**config.mk**
```make
export PLATFORM = sky130hd
export DESIGN_NAME = vga_timing_mixer
export DESIGN_NICKNAME = d
export VERILOG_FILES = /design/src/rtl/vga_timing_mixer.sv
export SDC_FILE = /design/constraint.sdc
export NUM_CORES = 1
export LEC_CHECK = 0
export CAP_MARGIN = 0
export CORE_MARGIN = 2
export CORE_UTILIZATION = 40
export CTS_CLUSTER_DIAMETER = 120
export CTS_CLUSTER_SIZE = 16
export DETAILED_ROUTE_END_ITERATION = 10
export MAX_ROUTING_LAYER = met4
export PLACE_DENSITY = 0.78
export SYNTH_ARGS = -nofsm -noshare
export SYNTH_HDL_FRONTEND = slang
export SYNTH_SLANG_ARGS = --single-unit
export TNS_END_PERCENT = 10
```
**constraint.sdc**
```tcl
create_clock -name clk -period 2.13 [get_ports clk]
set_input_delay 0.5325 -clock clk [delete_from_list [all_inputs] [get_ports clk]]
set_output_delay 0.5325 -clock clk [all_outputs]
set_load 0.005 [all_outputs]
```
**src/rtl/vga_timing_mixer.sv**
```systemverilog
// VGA raster generator with a two-stage output pipeline that composites one
// registered overlay source over a background colour inside the active area.
module vga_timing_mixer #(
  parameter int          H_VISIBLE = 800,
  parameter int          H_FRONT   = 40,
  parameter int          H_SYNC    = 128,
  parameter int          H_BACK    = 88,
  parameter int          V_VISIBLE = 600,
  parameter int          V_FRONT   = 1,
  parameter int          V_SYNC    = 4,
  parameter int          V_BACK    = 23,
  parameter bit          HS_POL    = 1'b1,
  parameter bit          VS_POL    = 1'b1,
  parameter logic [23:0] COLOUR_BG = 24'hFFFFFF
) (
  input  logic        clk,
  input  logic        reset_n,
  output logic [10:0] vga_h,
  output logic [10:0] vga_v,
  input  logic [23:0] overlay_pixel,
  input  logic        overlay_on,
  output logic [23:0] vga_rgb,
  output logic        vga_hs,
  output logic        vga_vs,
  output logic        vga_de,
  output logic        frame_start
);

  localparam logic [10:0] H_LAST   = 11'(H_VISIBLE + H_FRONT + H_SYNC + H_BACK - 1);
  localparam logic [10:0] V_LAST   = 11'(V_VISIBLE + V_FRONT + V_SYNC + V_BACK - 1);
  localparam logic [10:0] H_VIS    = 11'(H_VISIBLE);
  localparam logic [10:0] V_VIS    = 11'(V_VISIBLE);
  localparam logic [10:0] HS_START = 11'(H_VISIBLE + H_FRONT);
  localparam logic [10:0] HS_END   = 11'(H_VISIBLE + H_FRONT + H_SYNC);
  localparam logic [10:0] VS_START = 11'(V_VISIBLE + V_FRONT);
  localparam logic [10:0] VS_END   = 11'(V_VISIBLE + V_FRONT + V_SYNC);

  logic [10:0] h_cnt;
  logic [10:0] v_cnt;

  always_ff @(posedge clk or negedge reset_n) begin
    if (!reset_n) begin
      h_cnt <= 11'd0;
      v_cnt <= 11'd0;
    end else if (h_cnt == H_LAST) begin
      h_cnt <= 11'd0;
      v_cnt <= (v_cnt == V_LAST) ? 11'd0 : v_cnt + 11'd1;
    end else begin
      h_cnt <= h_cnt + 11'd1;
    end
  end

  assign vga_h = h_cnt;
  assign vga_v = v_cnt;

  logic de0, hs0, vs0, fs0;

  assign de0 = (h_cnt < H_VIS) && (v_cnt < V_VIS);
  assign hs0 = (h_cnt >= HS_START) && (h_cnt < HS_END);
  assign vs0 = (v_cnt >= VS_START) && (v_cnt < VS_END);
  assign fs0 = (h_cnt == 11'd0) && (v_cnt == 11'd0);

  // Overlay contract: no handshake. The overlay sees (vga_h, vga_v) in cycle N
  // and must present overlay_on/overlay_pixel for that position in cycle N+1,
  // which is when the stage-1 decode for the same position is held here.
  logic de_d1, hs_d1, vs_d1, fs_d1;

  always_ff @(posedge clk or negedge reset_n) begin
    if (!reset_n) begin
      de_d1 <= 1'b0;
      hs_d1 <= 1'b0;
      vs_d1 <= 1'b0;
      fs_d1 <= 1'b0;
    end else begin
      de_d1 <= de0;
      hs_d1 <= hs0;
      vs_d1 <= vs0;
      fs_d1 <= fs0;
    end
  end

  always_ff @(posedge clk or negedge reset_n) begin
    if (!reset_n) begin
      vga_rgb     <= 24'h0;
      vga_hs      <= ~HS_POL;
      vga_vs      <= ~VS_POL;
      vga_de      <= 1'b0;
      frame_start <= 1'b0;
    end else begin
      vga_rgb     <= de_d1 ? (overlay_on ? overlay_pixel : COLOUR_BG) : 24'h0;
      vga_hs      <= hs_d1 ? HS_POL : ~HS_POL;
      vga_vs      <= vs_d1 ? VS_POL : ~VS_POL;
      vga_de      <= de_d1;
      frame_start <= fs_d1;
    end
  end

endmodule

```
Word-level counts from Yosys, hierarchy flattened
Cells that the tools add are included.
{"block": "totals", "input_bits": 27, "word_cells": 33, "out_inout_bits": 50, "reg_bits": 54}
{"block": "classes", "order_cmp": 6, "muxes": 6, "eq_ne": 2, "addsub": 2, "n_reduce_logical": 6}
{"operator": "two-way mux 24 bit", "n": 2}
{"operator": "less-than comparator 11 x 10 -> 1 bit, second input constant", "n": 4}
{"operator": "adder 11 x 1 -> 11 bit, second input constant", "n": 2}
{"operator": ">= comparator 11 x 10 -> 1 bit, second input constant", "n": 2}
{"operator": "zero test 11 bit", "n": 2}
{"operator": "two-way mux 11 bit", "n": 2}
{"operator": "== test 11 x 10 -> 1 bit, second input constant", "n": 1}
{"operator": "== test 11 bit, second input constant", "n": 1}
{"operator": "logical AND 1 bit", "n": 4}
{"operator": "two-way mux 1 bit", "n": 2}

Depth between registers and ports, before layout
Gate-level depths: netlist of run 1.
{"block": "depth", "depth_word": 2, "depth_mapped": 7}

Least setup slack after synthesis of run 1
OpenSTA, ideal clock, no wires.
{"block": "synth_timing", "path_kind": "flip-flop to flip-flop", "startpoint": "reg v_cnt[0], in the netlist vga_v[0]", "endpoint": "reg v_cnt[6], in the netlist vga_v[6]", "arrival_ns": 1.516, "n_path_buf": 0, "setup_time_ns": 0.079, "slack_ns": 0.535, "path_stages_with_launch": 6, "path_cell_list": "dfrtp_1 ha_1 and3b_1 nand4_1 or3b_1 mux2i_1"}
{"block": "synth_between", "elab_chain_len": 2}
{"element": "from (decl)", "line": "39", "source": "logic [10:0] v_cnt;"}
{"element": "from (signal assigned)", "line": "47", "source": "v_cnt <= (v_cnt == V_LAST) ? 11'd0 : v_cnt + 11'd1;"}
{"element": "adder 11 x 1 -> 11 bit or == test 11 x 10 -> 1 bit (tied branches)", "line": "47"}
{"element": "two-way mux 11 bit (*)", "line": "47"}
Every way passes the cells marked *; elsewhere a longest branch is shown, timed or not.
A chain may end at the register's enable or synchronous reset.

Worst setup path after layout of run 1
{"block": "layout_timing", "startpoint": "reg h_cnt[6], in the netlist vga_h[6]", "endpoint": "out vga_h[6]"}
{"element": "from (decl)", "line": "38", "source": "logic [10:0] h_cnt;"}
{"element": "from (signal assigned)", "line": "49", "source": "h_cnt <= h_cnt + 11'd1;"}
{"element": "to (decl)", "line": "18", "source": "output logic [10:0] vga_h,"}
No word-level cell between the ends.

==> results of run 1 <==
-- logic make-up after synthesis --
kind of cell             count (synthesis)
XOR/XNOR                                13
flip-flops                              54
AO/OA/AOI/OAI                           40
adder cells (fa/ha/maj)                  5
multiplexers                             2
buffers and inverters                   38
AND/OR/NAND/NOR                         63
-- layer usage --
| metal | up-vias | GRT usage, % | part of all wire (%) |
|---|---|---|---|
| li1 | 888 | - | - |
| met1 | 834 | 21.1 | 45 |
| met2 | 77 | 27.4 | 45 |
| met3 | 8 | 3.89 | 8.6 |
| met4 | 0 | 6.27 | 1.3 |
| met5 | - | - | 0 |
-- power groups by stage --
stage / Combinational (W) / Clock, W / Sequential, W
CTS: 0.000149 / 0.000600 / 0.00105
finish: 0.000145 / 0.000575 / 0.00105
global route: 0.000161 / 0.000658 / 0.00106
floorplan: 0.0000199 / 0 / 0.00108
detailed placement: 0.000148 / 0 / 0.00107
global placement: 0.000145 / 0 / 0.00107
-- final cells by class --
cell class                      count  area (µm²)  area share [%]
Tap cell                           72        90.1            2.73
Clock inverter                      2        12.5           0.379
Inverter                           30         113            3.41
Sequential cell                    54        1350            40.9
Multi-Input combinational cell    123         862            26.1
Clock buffer                        6        82.6            2.50
Timing Repair Buffer               79         791            23.9
-- flip-flops by register name, summed over array words and instances (netlist names) --
name,flops
de_d1,1
frame_start,1
fs_d1,1
hs_d1,1
vga_de,1
vga_h,11
vga_hs,1
vga_rgb,24
vga_v,11
vga_vs,1
vs_d1,1
-- stage by stage --
stage               util, %  cell area (µm²)  setup WS [ns]  hold slack (ns)
finish                 58.9             3300          0.213            0.214
global route           58.9             3300          0.146            0.224
CTS                    58.9             3300          0.205            0.228
detailed placement     57.2             3210          0.358            0.336
global placement       57.2             3210          0.419            0.336
floorplan                 -             2360          0.535            0.237
-- placed cells by master, fill, tap and decap left out, types with 4 or more instances in the layout --
master | synthesis | routed
dfrtp_1 | 54 | 54
nand4_1 | 8 | 8
nor3_1 | 5 | 5
inv_1 | 30 | 30
nand2_1 | 7 | 7
nor2_1 | 11 | 11
clkdlybuf4s50_1 | 0 | 75
a21oi_1 | 4 | 4
a21boi_0 | 24 | 24
clkbuf_8 | 0 | 6
ha_1 | 5 | 5
nand3_1 | 13 | 13
xor2_1 | 8 | 8
xnor2_1 | 5 | 5
-- worst reg2reg max path: cells and delay by family (launching register included) --
family	cells	cell delay, ns
DFF	1	0.49
and+or+nand+nor	3	1.06
xor gates and xnor gates	1	0.14
-- worst paths after layout --
| path | from | endpoint | depth (start not counted) |
|---|---|---|---|
| setup / recovery | vga_h[6] | vga_h[6] | 1 |
| hold / removal | reset_n | vga_rgb[2] | 2 |
| setup reg to reg | vga_h[6] | vga_v[3] | 4 |
| hold reg to reg | vs_d1 | vga_vs | 0 |
| max in group asynchronous | reset_n | vs_d1 | 2 |
| min in group clk | vs_d1 | vga_vs | 0 |
==> out/summary.json, run 1 <==
{
  "outcome": "complete, no violations",
  "post_drt_wl_per_cell_um": 14.3,
  "grt_pass1_wl_um": 8440,
  "mappedNetlistNets": 247,
  "synth_xor_xnor_area_share_pct": 4.82,
  "dieHeight_um": 80.9,
  "slew_headroom_pct": 61.4,
  "most_used_flip_flop_cell_after_synthesis": "dfrtp_1",
  "power_leakage_nw": 1.46,
  "synth_mux_area_share_pct": 0.847,
  "vdd.ir_drop.worst_v": 0.000304,
  "worstSetupStartpointType": "flop",
  "post_synth_fa_ha_maj_area_fraction_pct": 2.65,
  "clk_transition_reported_paths_ns": 0.10,
  "routed_wl_um": 5240,
  "postSynthCellCount": 215,
  "count_of_tritonroute_iterations_in_the_first_routing_pass": 4,
  "placement_rows": 27,
  "power_density_nw_per_um2": 537,
  "synthSimpleGateAreaFrac_pct": 16.2,
  "hp-class": "in -> async",
  "final_critical_path_share_of_the_clock_period_pct": 90.0,
  "finish.cell_count_without_fillers": 366,
  "routed_via_density": 4.94,
  "worst_path_max_delay_cell": "clkdlybuf4s50_1",
  "crit_path_max_fanout": 7,
  "die_width_um": 80.9,
  "clock_latency_ns": 0.29,
  "skew_ns": 0.00808,
  "clock_tree_from_tritoncts": "built",
  "internal_power_consumption_w": 0.00140,
  "synth_edf_count": 0,
  "maximum_capacitance_violations": 0,
  "core_region_area_um2": 5610,
  "max_freq_mhz": 522,
  "yosys.area.top_type_share_pct": 57.2,
  "crit_path_cell_trace": "clkdlybuf4s50_1",
  "tightestPinTransition_ns": 0.579,
  "diodes": 0,
  "placed_cells_incl_taps": 358,
  "comb_power_share_pct": 8.2,
  "synth_area_um2": 2360,
  "tritoncts.num_buffers": 5,
  "synth.avg_cell_area_um2": 11.0,
  "layout-drive-gt1-share_pct": 5.44,
  "gpl.final_weighted_congestion": 0.908,
  "synth_cell_type_count": 38,
  "rsz0062_at_grt": "no",
  "yosys-top-cells-area": "dfrtp_1, a21boi_0, inv_1",
  "switchingPower_w": 0.000371,
  "cpPeakStageDelay_ns": 0.57,
  "totalNegativeSetupSlack_ns": 0,
  "initial_core_util_pct": 42.1,
  "dieArea_um2": 6540,
  "fin_crit_ns": 1.92,
  "grt_max_degree": 55,
  "cts-root-buf": "clkbuf_8",
  "power.share.clock_pct": 32.4,
  "groute.usage.overall_pct": 17.0,
  "ys_seq_elements": 54,
  "crit_family": "buffers and inverters",
  "critPathArrivalTime_ns": 1.38,
  "detailroute.via_count": 1807,
  "cts_buffer_depth": 2,
  "top_level_i_o_count": 77,
  "finalSetupViolCount": 0,
  "synth_most_common_cell": "dfrtp_1",
  "cp_data_required_time_ns": 1.60,
  "totalPowerFinal_w": 0.00177,
  "worst-path-buf-inv": 1,
  "largest_family_of_logic_cells_by_synthesized_area": "simple AND/OR/NAND/NOR gates",
  "critPathCaptureType": "primary output",
  "antenna_left": 0,
  "synth_top_area_cell": "dfrtp_1",
  "port-buffer-count": 76,
  "first_iteration_detailed_routing_drc_count": 80,
  "power.share.switching_pct": 21.0,
  "global_route.overflow_total": 0,
  "post_cts.repair.setup_buffers": 0,
  "hold_violations": 0,
  "seq_area_frac_synth_pct": 57.2,
  "n_fill_cell": 479,
  "cts_max_level": 2,
  "synth_compound_gate_area_share_pct": 12.0,
  "synthArstFlopShare_pct": 100,
  "postCtsResizedCells": 0,
  "maxSlewViolCount": 0,
  "area_delta_synth_final_pct": 39.8,
  "critical_path_class": "reg -> out",
  "first_global_vias": 1830,
  "cts.hold.buffers_added": 0,
  "ys_warn_count": 0,
  "antenna_found_initial": 0,
  "p_seq_share_pct": 59.4,
  "remaining_drc_errors": 0,
  "leading_post_synthesis_cells_by_instance_count": "dfrtp_1, inv_1, a21boi_0",
  "r2r_slack_ns": 0.32,
  "dp_hpwl_um": 3770,
  "final_net_count": 325,
  "cts_sinks": 54
}
(Power assumes the default switching activity.)
==> inputs of run 2 (changes only) <==
--- a/config.mk
+++ b/config.mk
@@ -5,7 +5,6 @@
 export SDC_FILE = /design/constraint.sdc
 export NUM_CORES = 1
 export LEC_CHECK = 0
-export CAP_MARGIN = 0
 export CORE_MARGIN = 2
 export CORE_UTILIZATION = 40
 export CTS_CLUSTER_DIAMETER = 120
@@ -13,6 +12,7 @@
 export DETAILED_ROUTE_END_ITERATION = 10
 export MAX_ROUTING_LAYER = met4
 export PLACE_DENSITY = 0.78
+export REMOVE_ABC_BUFFERS = 1
 export SYNTH_ARGS = -nofsm -noshare
 export SYNTH_HDL_FRONTEND = slang
 export SYNTH_SLANG_ARGS = --single-unit
==> out/summary.json, run 2 (synthesis results as in run 1) <==
{
  "cp_data_required_time": {"value": 1.60, "unit": "ns", "change": "about the same"},
  "routed_wl": {"value": 5150, "unit": "µm", "change": "was 5240 µm"},
  "post_drt_wl_per_cell": {"value": 14.1, "unit": "µm", "change": "was 14.3 µm"},
  "rsz0062_at_grt": {"value": "no", "change": "unchanged"},
  "worst-path-buf-inv": {"value": 1, "change": "unchanged"},
  "skew": {"value": 0.00627, "unit": "ns", "change": "was 0.00808 ns"},
  "power_leakage": {"value": 1.45, "unit": "nW", "change": "was 1.46 nW"},
  "detailroute.via_count": {"value": 1834, "change": "was 1807"},
  "placement_rows": {"value": 27, "change": "unchanged"},
  "remaining_drc_errors": {"value": 0, "change": "unchanged"},
  "totalPowerFinal": {"value": 0.00180, "unit": "W", "change": "was 0.00177 W"},
  "totalNegativeSetupSlack": {"value": 0, "unit": "ns", "change": "unchanged"},
  "maxSlewViolCount": {"value": 0, "change": "unchanged"},
  "n_fill_cell": {"value": 474, "change": "was 479"},
  "fin_crit": {"value": 1.90, "unit": "ns", "change": "was 1.92 ns"},
  "hold_violations": {"value": 0, "change": "unchanged"},
  "final_net_count": {"value": 324, "change": "was 325"},
  "cpPeakStageDelay": {"value": 0.56, "unit": "ns", "change": "was 0.57 ns"},
  "post_cts.repair.setup_buffers": {"value": 0, "change": "unchanged"},
  "top_register": {"value": "vga_rgb", "change": "unchanged"},
  "cts_max_level": {"value": 2, "change": "unchanged"},
  "tritoncts.num_buffers": {"value": 5, "change": "unchanged"},
  "clock_tree_from_tritoncts": {"value": "built", "change": "unchanged"},
  "maximum_capacitance_violations": {"value": 0, "change": "unchanged"},
  "placed_area": {"value": 3200, "unit": "µm²", "change": "was 3210 µm²"},
  "r2r_slack": {"value": 0.28, "unit": "ns", "change": "was 0.32 ns"},
  "routed_via_density": {"value": 5.02, "change": "was 4.94"},
  "final_common_cell": {"value": "clkdlybuf4s50_1", "change": "unchanged"},
  "worst_path_max_delay_cell": {"value": "clkdlybuf4s50_1", "change": "unchanged"},
  "initial_core_util": {"value": 42.1, "unit": "%", "change": "unchanged"},
  "final-seq-area": {"value": 1350, "unit": "µm²", "change": "unchanged"},
  "postCtsResizedCells": {"value": 0, "change": "unchanged"},
  "critPathCaptureType": {"value": "primary output", "change": "unchanged"},
  "port-buffer-count": {"value": 76, "change": "unchanged"},
  "hp-class": {"value": "in -> async", "change": "unchanged"},
  "largest_reg_flops": {"value": 24, "change": "unchanged"},
  "area_delta_synth_final": {"value": 39.6, "unit": "%", "change": "was 39.8%"},
  "vdd.ir_drop.worst": {"value": 0.000314, "unit": "V", "change": "was 0.000304 V"},
  "groute.usage.overall": {"value": 16.9, "unit": "%", "change": "was 17.0%"},
  "pre_cts_slack": {"value": 0.298, "unit": "ns", "change": "was 0.358 ns"},
  "power_density": {"value": 546, "unit": "nW/µm²", "change": "was 537 nW/µm²"},
  "grt_pass1_wl": {"value": 8340, "unit": "µm", "change": "was 8440 µm"},
  "tightestPinTransition": {"value": 0.589, "unit": "ns", "change": "was 0.579 ns"},
  "final_critical_path_share_of_the_clock_period": {"value": 89.2, "unit": "%", "change": "was 90.0%"},
  "critical_path_class": {"value": "reg -> out", "change": "unchanged"},
  "crit_family": {"value": "buffers and inverters", "change": "unchanged"},
  "first_global_vias": {"value": 1734, "change": "was 1830"},
  "dp_hpwl": {"value": 3730, "unit": "µm", "change": "was 3770 µm"},
  "area_of_the_multi_input_gates": {"value": 862, "unit": "µm²", "change": "unchanged"},
  "crit_path_max_fanout": {"value": 8, "change": "was 7"},
  "dieArea": {"value": 6540, "unit": "µm²", "change": "unchanged"},
  "finalSetupViolCount": {"value": 0, "change": "unchanged"},
  "count_of_tritonroute_iterations_in_the_first_routing_pass": {"value": 4, "change": "unchanged"},
  "gpl.final_weighted_congestion": {"value": 0.834, "change": "was 0.908"},
  "crit_path_cell_trace": {"value": "clkdlybuf4s50_1", "change": "unchanged"},
  "first_iteration_detailed_routing_drc_count": {"value": 54, "change": "was 80"},
  "max_freq": {"value": 526, "unit": "MHz", "change": "was 522 MHz"},
  "cts_buffer_depth": {"value": 2, "change": "unchanged"},
  "critPathArrivalTime": {"value": 1.37, "unit": "ns", "change": "was 1.38 ns"},
  "diodes": {"value": 0, "change": "unchanged"},
  "grt_max_degree": {"value": 30, "change": "was 55"},
  "top_level_i_o_count": {"value": 77, "change": "unchanged"},
  "cts_sinks": {"value": 54, "change": "unchanged"},
  "cts.hold.buffers_added": {"value": 0, "change": "unchanged"},
  "outcome": {"value": "complete, no violations", "change": "unchanged"},
  "antenna_found_initial": {"value": 0, "change": "unchanged"},
  "fin_area": {"value": 3300, "unit": "µm²", "change": "about the same"},
  "layout.cells.most_common_list": {"value": "clkdlybuf4s50_1, dfrtp_1, inv_1, a21boi_0, nand3_1", "change": "unchanged"},
  "clk_transition_reported_paths": {"value": 0.10, "unit": "ns", "change": "about the same"},
  "global_route.overflow_total": {"value": 0, "change": "unchanged"},
  "core_region_area": {"value": 5610, "unit": "µm²", "change": "unchanged"},
  "layout-drive-gt1-share": {"value": 5.12, "unit": "%", "change": "was 5.44%"},
  "worstSetupStartpointType": {"value": "flop", "change": "unchanged"},
  "finalWorstSetupSlack": {"value": 0.230, "unit": "ns", "change": "was 0.213 ns"},
  "cts-root-buf": {"value": "clkbuf_8", "change": "unchanged"},
  "slew_headroom": {"value": 60.7, "unit": "%", "change": "was 61.4%"},
  "dieHeight": {"value": 80.9, "unit": "µm", "change": "unchanged"},
  "antenna_left": {"value": 0, "change": "unchanged"},
  "clock_latency": {"value": 0.30, "unit": "ns", "change": "was 0.29 ns"},
  "die_width": {"value": 80.9, "unit": "µm", "change": "unchanged"}
}
run 2: changes by cell type in the layout (fill, tap and decap cells not counted), sizes merged:
cell,change
clkinv,-1
inv,+1
buf,-1
run 2: metal layers:
layer,vias up,wire length [µm],GRT usage [%]
met5,-,0,-
met4,0,30,4.07
met3,4,373,3.67
met2,80,2330,26.7
met1,867,2410,22.4
li1,883,-,-
run 2: cell type report:
cell class	instances	share of cell area (%)
Sequential cell	54	41.0
Multi-Input combinational cell	123	26.1
Timing Repair Buffer	78	23.7
Inverter	30	3.41
Tap cell	72	2.73
Clock buffer	6	2.50
Clock inverter	2	0.493
run 2: worst paths after layout:
check | depth (start not counted) | end | startpoint
setup / recovery | 1 | vga_v[7] | vga_v[7]
hold / removal | 1 | vga_rgb[13] | reset_n
setup reg to reg | 4 | vga_v[3] | vga_h[6]
hold reg to reg | 0 | frame_start | fs_d1
max in group asynchronous | 2 | vga_v[2] | reset_n
min in group clk | 0 | frame_start | fs_d1
run 2: per-stage QoR:
| step | hold slack (ns) | std cells | utilization (%) |
|---|---|---|---|
| 2_1_floorplan | 0.237 | 207 | - |
| 3_3_place_gp | 0.333 | 357 | 57.1 |
| 3_5_place_dp | 0.336 | 357 | 57.1 |
| 4_1_cts | 0.230 | 365 | 58.8 |
| 5_1_grt | 0.248 | 365 | 58.8 |
| 6_report | 0.220 | 365 | 58.8 |
run 2: report_power, final:
part	internal, W	switching [W]
registers	0.00105	0.00000596
clock network	0.000268	0.000334
logic	0.0000919	0.0000534
total	0.00141	0.000394
==> inputs of run 3 (changes only) <==
--- a/config.mk
+++ b/config.mk
@@ -13,6 +13,7 @@
 export MAX_ROUTING_LAYER = met4
 export PLACE_DENSITY = 0.78
 export REMOVE_ABC_BUFFERS = 1
+export SLEW_MARGIN = 40
 export SYNTH_ARGS = -nofsm -noshare
 export SYNTH_HDL_FRONTEND = slang
 export SYNTH_SLANG_ARGS = --single-unit
==> constraint.sdc (replaced) <==
create_clock -name clk -period 2.13 [get_ports clk]
set_input_delay 0.5325 -clock clk [delete_from_list [all_inputs] [get_ports clk]]
set_output_delay 0.5325 -clock clk [all_outputs]
set_load 0.1 [all_outputs]
==> out/summary.json, run 3 (synthesis results as in run 1) <==
{
  "slew_headroom": {"value": 54.1, "unit": "%", "change": "was 60.7%"},
  "worstSetupStartpointType": {"value": "flop", "change": "unchanged"},
  "grt_pass1_wl": {"value": 8510, "unit": "µm", "change": "was 8340 µm"},
  "cp_common_cell": "and3_1",
  "finalSetupViolCount": {"value": 0, "change": "unchanged"},
  "groute.usage.overall": {"value": 17.2, "unit": "%", "change": "was 16.9%"},
  "layout.cells.most_common_list": {"value": "dfrtp_1, buf_4, inv_1, clkdlybuf4s50_1, a21boi_0", "change": "was clkdlybuf4s50_1, dfrtp_1, inv_1, a21boi_0, nand3_1"},
  "tritoncts.num_buffers": {"value": 5, "change": "unchanged"},
  "layout-drive-gt1-share": {"value": 22.4, "unit": "%", "change": "was 5.12%"},
  "power_leakage": {"value": 1.58, "unit": "nW", "change": "was 1.45 nW"},
  "post_cts.repair.setup_buffers": {"value": 0, "change": "unchanged"},
  "vdd.ir_drop.worst": {"value": 0.000342, "unit": "V", "change": "was 0.000314 V"},
  "remaining_drc_errors": {"value": 0, "change": "unchanged"},
  "gpl.final_weighted_congestion": {"value": 0.828, "change": "was 0.834"},
  "top_register": {"value": "vga_rgb", "change": "unchanged"},
  "crit_reg_reg_endpoint": {"value": "vga_v[3]", "change": "unchanged"},
  "maximum_capacitance_violations": {"value": 0, "change": "unchanged"},
  "crit-reg2reg-launch": {"value": "vga_h[0]", "change": "was vga_h[6]"},
  "core_region_area": {"value": 5610, "unit": "µm²", "change": "unchanged"},
  "port-buffer-count": {"value": 76, "change": "unchanged"},
  "critPathArrivalTime": {"value": 2.12, "unit": "ns", "change": "was 1.37 ns"},
  "cp_data_required_time": {"value": 2.32, "unit": "ns", "change": "was 1.60 ns"},
  "antenna_left": {"value": 0, "change": "unchanged"},
  "placed_area": {"value": 3330, "unit": "µm²", "change": "was 3200 µm²"},
  "power_density": {"value": 577, "unit": "nW/µm²", "change": "was 546 nW/µm²"},
  "largest_reg_flops": {"value": 24, "change": "unchanged"},
  "post_drt_wl_per_cell": {"value": 14.5, "unit": "µm", "change": "was 14.1 µm"},
  "worst_path_max_delay_cell": {"value": "and3_1", "change": "was clkdlybuf4s50_1"},
  "max_freq": {"value": 518, "unit": "MHz", "change": "was 526 MHz"},
  "skew": {"value": 0.00344, "unit": "ns", "change": "was 0.00627 ns"},
  "dieArea": {"value": 6540, "unit": "µm²", "change": "unchanged"},
  "outcome": {"value": "complete, no violations", "change": "unchanged"},
  "area_delta_synth_final": {"value": 45.2, "unit": "%", "change": "was 39.6%"},
  "grt_max_degree": {"value": 31, "change": "was 30"},
  "final_common_cell": {"value": "dfrtp_1", "change": "was clkdlybuf4s50_1"},
  "finish.cell_count_without_fillers": {"value": 366, "change": "was 365"},
  "cpPeakStageDelay": {"value": 0.49, "unit": "ns", "change": "was 0.56 ns"},
  "detailroute.via_count": {"value": 1849, "change": "was 1834"},
  "postCtsResizedCells": {"value": 0, "change": "unchanged"},
  "first_global_vias": {"value": 1725, "change": "was 1734"},
  "die_width": {"value": 80.9, "unit": "µm", "change": "unchanged"},
  "hp-class": {"value": "in -> async", "change": "unchanged"},
  "cts_sinks": {"value": 54, "change": "unchanged"},
  "clk_transition_reported_paths": {"value": 0.10, "unit": "ns", "change": "about the same"},
  "dieHeight": {"value": 80.9, "unit": "µm", "change": "unchanged"},
  "crit_path_cell_trace": {"value": "ha_1 > and3_1 > and3_1 > nand4_1 > xnor2_1", "change": "was clkdlybuf4s50_1"},
  "crit_path_max_fanout": {"value": 14, "change": "was 8"},
  "first_iteration_detailed_routing_drc_count": {"value": 114, "change": "was 54"},
  "critical_path_class": {"value": "reg -> reg", "change": "was reg -> out"},
  "clock_tree_from_tritoncts": {"value": "built", "change": "unchanged"},
  "final_net_count": {"value": 325, "change": "was 324"},
  "routed_via_density": {"value": 5.05, "change": "was 5.02"},
  "timing.reg2reg.worst_path_depth": {"value": 5, "change": "was 4"},
  "cts_buffer_depth": {"value": 2, "change": "unchanged"},
  "fin_area": {"value": 3430, "unit": "µm²", "change": "was 3300 µm²"},
  "maxSlewViolCount": {"value": 0, "change": "unchanged"},
  "fin_crit": {"value": 1.93, "unit": "ns", "change": "was 1.90 ns"},
  "initial_core_util": {"value": 42.1, "unit": "%", "change": "unchanged"},
  "dp_hpwl": {"value": 3770, "unit": "µm", "change": "was 3730 µm"},
  "worst-path-buf-inv": {"value": 0, "change": "was 1"},
  "routed_wl": {"value": 5310, "unit": "µm", "change": "was 5150 µm"},
  "count_of_tritonroute_iterations_in_the_first_routing_pass": {"value": 4, "change": "unchanged"},
  "rsz0062_at_grt": {"value": "no", "change": "unchanged"},
  "diodes": {"value": 0, "change": "unchanged"},
  "cts_max_level": {"value": 2, "change": "unchanged"},
  "cts-root-buf": {"value": "clkbuf_8", "change": "unchanged"},
  "antenna_found_initial": {"value": 0, "change": "unchanged"},
  "placement_rows": {"value": 27, "change": "unchanged"},
  "hold_violations": {"value": 0, "change": "unchanged"},
  "final_critical_path_share_of_the_clock_period": {"value": 90.7, "unit": "%", "change": "was 89.2%"},
  "tightestPinTransition": {"value": 0.689, "unit": "ns", "change": "was 0.589 ns"},
  "top_level_i_o_count": {"value": 77, "change": "unchanged"},
  "critPathCaptureType": {"value": "flop", "change": "was primary output"},
  "cts.hold.buffers_added": {"value": 0, "change": "unchanged"},
  "clock_latency": {"value": 0.30, "unit": "ns", "change": "about the same"},
  "crit_family": {"value": "simple AND/OR/NAND/NOR gates", "change": "was buffers and inverters"},
  "totalNegativeSetupSlack": {"value": 0, "unit": "ns", "change": "unchanged"},
  "placed_cells_incl_taps": {"value": 358, "change": "was 357"},
  "global_route.overflow_total": {"value": 0, "change": "unchanged"},
  "r2r_slack": {"value": 0.20, "unit": "ns", "change": "was 0.28 ns"}
}
## run 3: cell count changes in the layout (fill, tap and decap cells not counted), sizes merged
| cell | before | now |
|---|---|---|
| buf | 3 | 54 |
| clkdlybuf4s50 | 75 | 25 |
## run 3: area by class of cell
| class | count | area [µm²] |
|---|---|---|
| fillers | 441 | 2180 |
| multi-input cells | 123 | 862 |
| inverters | 30 | 113 |
| clock inverters | 2 | 16.3 |
| flip-flops and latches | 54 | 1350 |
| repair buffers | 79 | 916 |
| clock buffers | 6 | 82.6 |
| well taps | 72 | 90.1 |
## run 3: how the worst max path moves through the flow
stage / from / to / slack [ns] / cells past startpoint
floorplan: vga_h[0] / vga_v[3] / -0.25 / 5
global placement: vga_h[0] / vga_v[3] / 0.31 / 5
detailed placement: vga_h[0] / vga_v[3] / 0.27 / 5
CTS: vga_h[0] / vga_v[3] / 0.22 / 5
global route: vga_h[0] / vga_v[7] / 0.08 / 5
finish: vga_h[0] / vga_v[3] / 0.20 / 5
## run 3: stage by stage
stage                     setup WS (ns)  hold slack [ns]  util [%]  total power, W
after floorplan                  -0.247            0.237         -         0.00126
after global placement            0.315            0.333      59.4         0.00139
after detailed placement          0.267            0.340      59.4         0.00139
after CTS                         0.220            0.276      61.2         0.00200
after global routing             0.0820            0.306      61.2         0.00205
final                             0.198            0.258      61.2         0.00198
## run 3: power breakdown
group | switching (W) | internal [W] | leakage, nW
Clock | 0.000346 | 0.000268 | 0.0478
Combinational | 0.000228 | 0.0000835 | 0.887
Sequential | 0.00000664 | 0.00105 | 0.641
Total | 0.000581 | 0.00140 | 1.58
## run 3: routing by layer
metal / vias to the layer above / track usage (%) / wire [µm]
met5: - / - / 0
met4: 0 / 4.58 / 68
met3: 7 / 4.22 / 539
met2: 94 / 25.6 / 2320
met1: 860 / 23.6 / 2370
li1: 888 / - / -
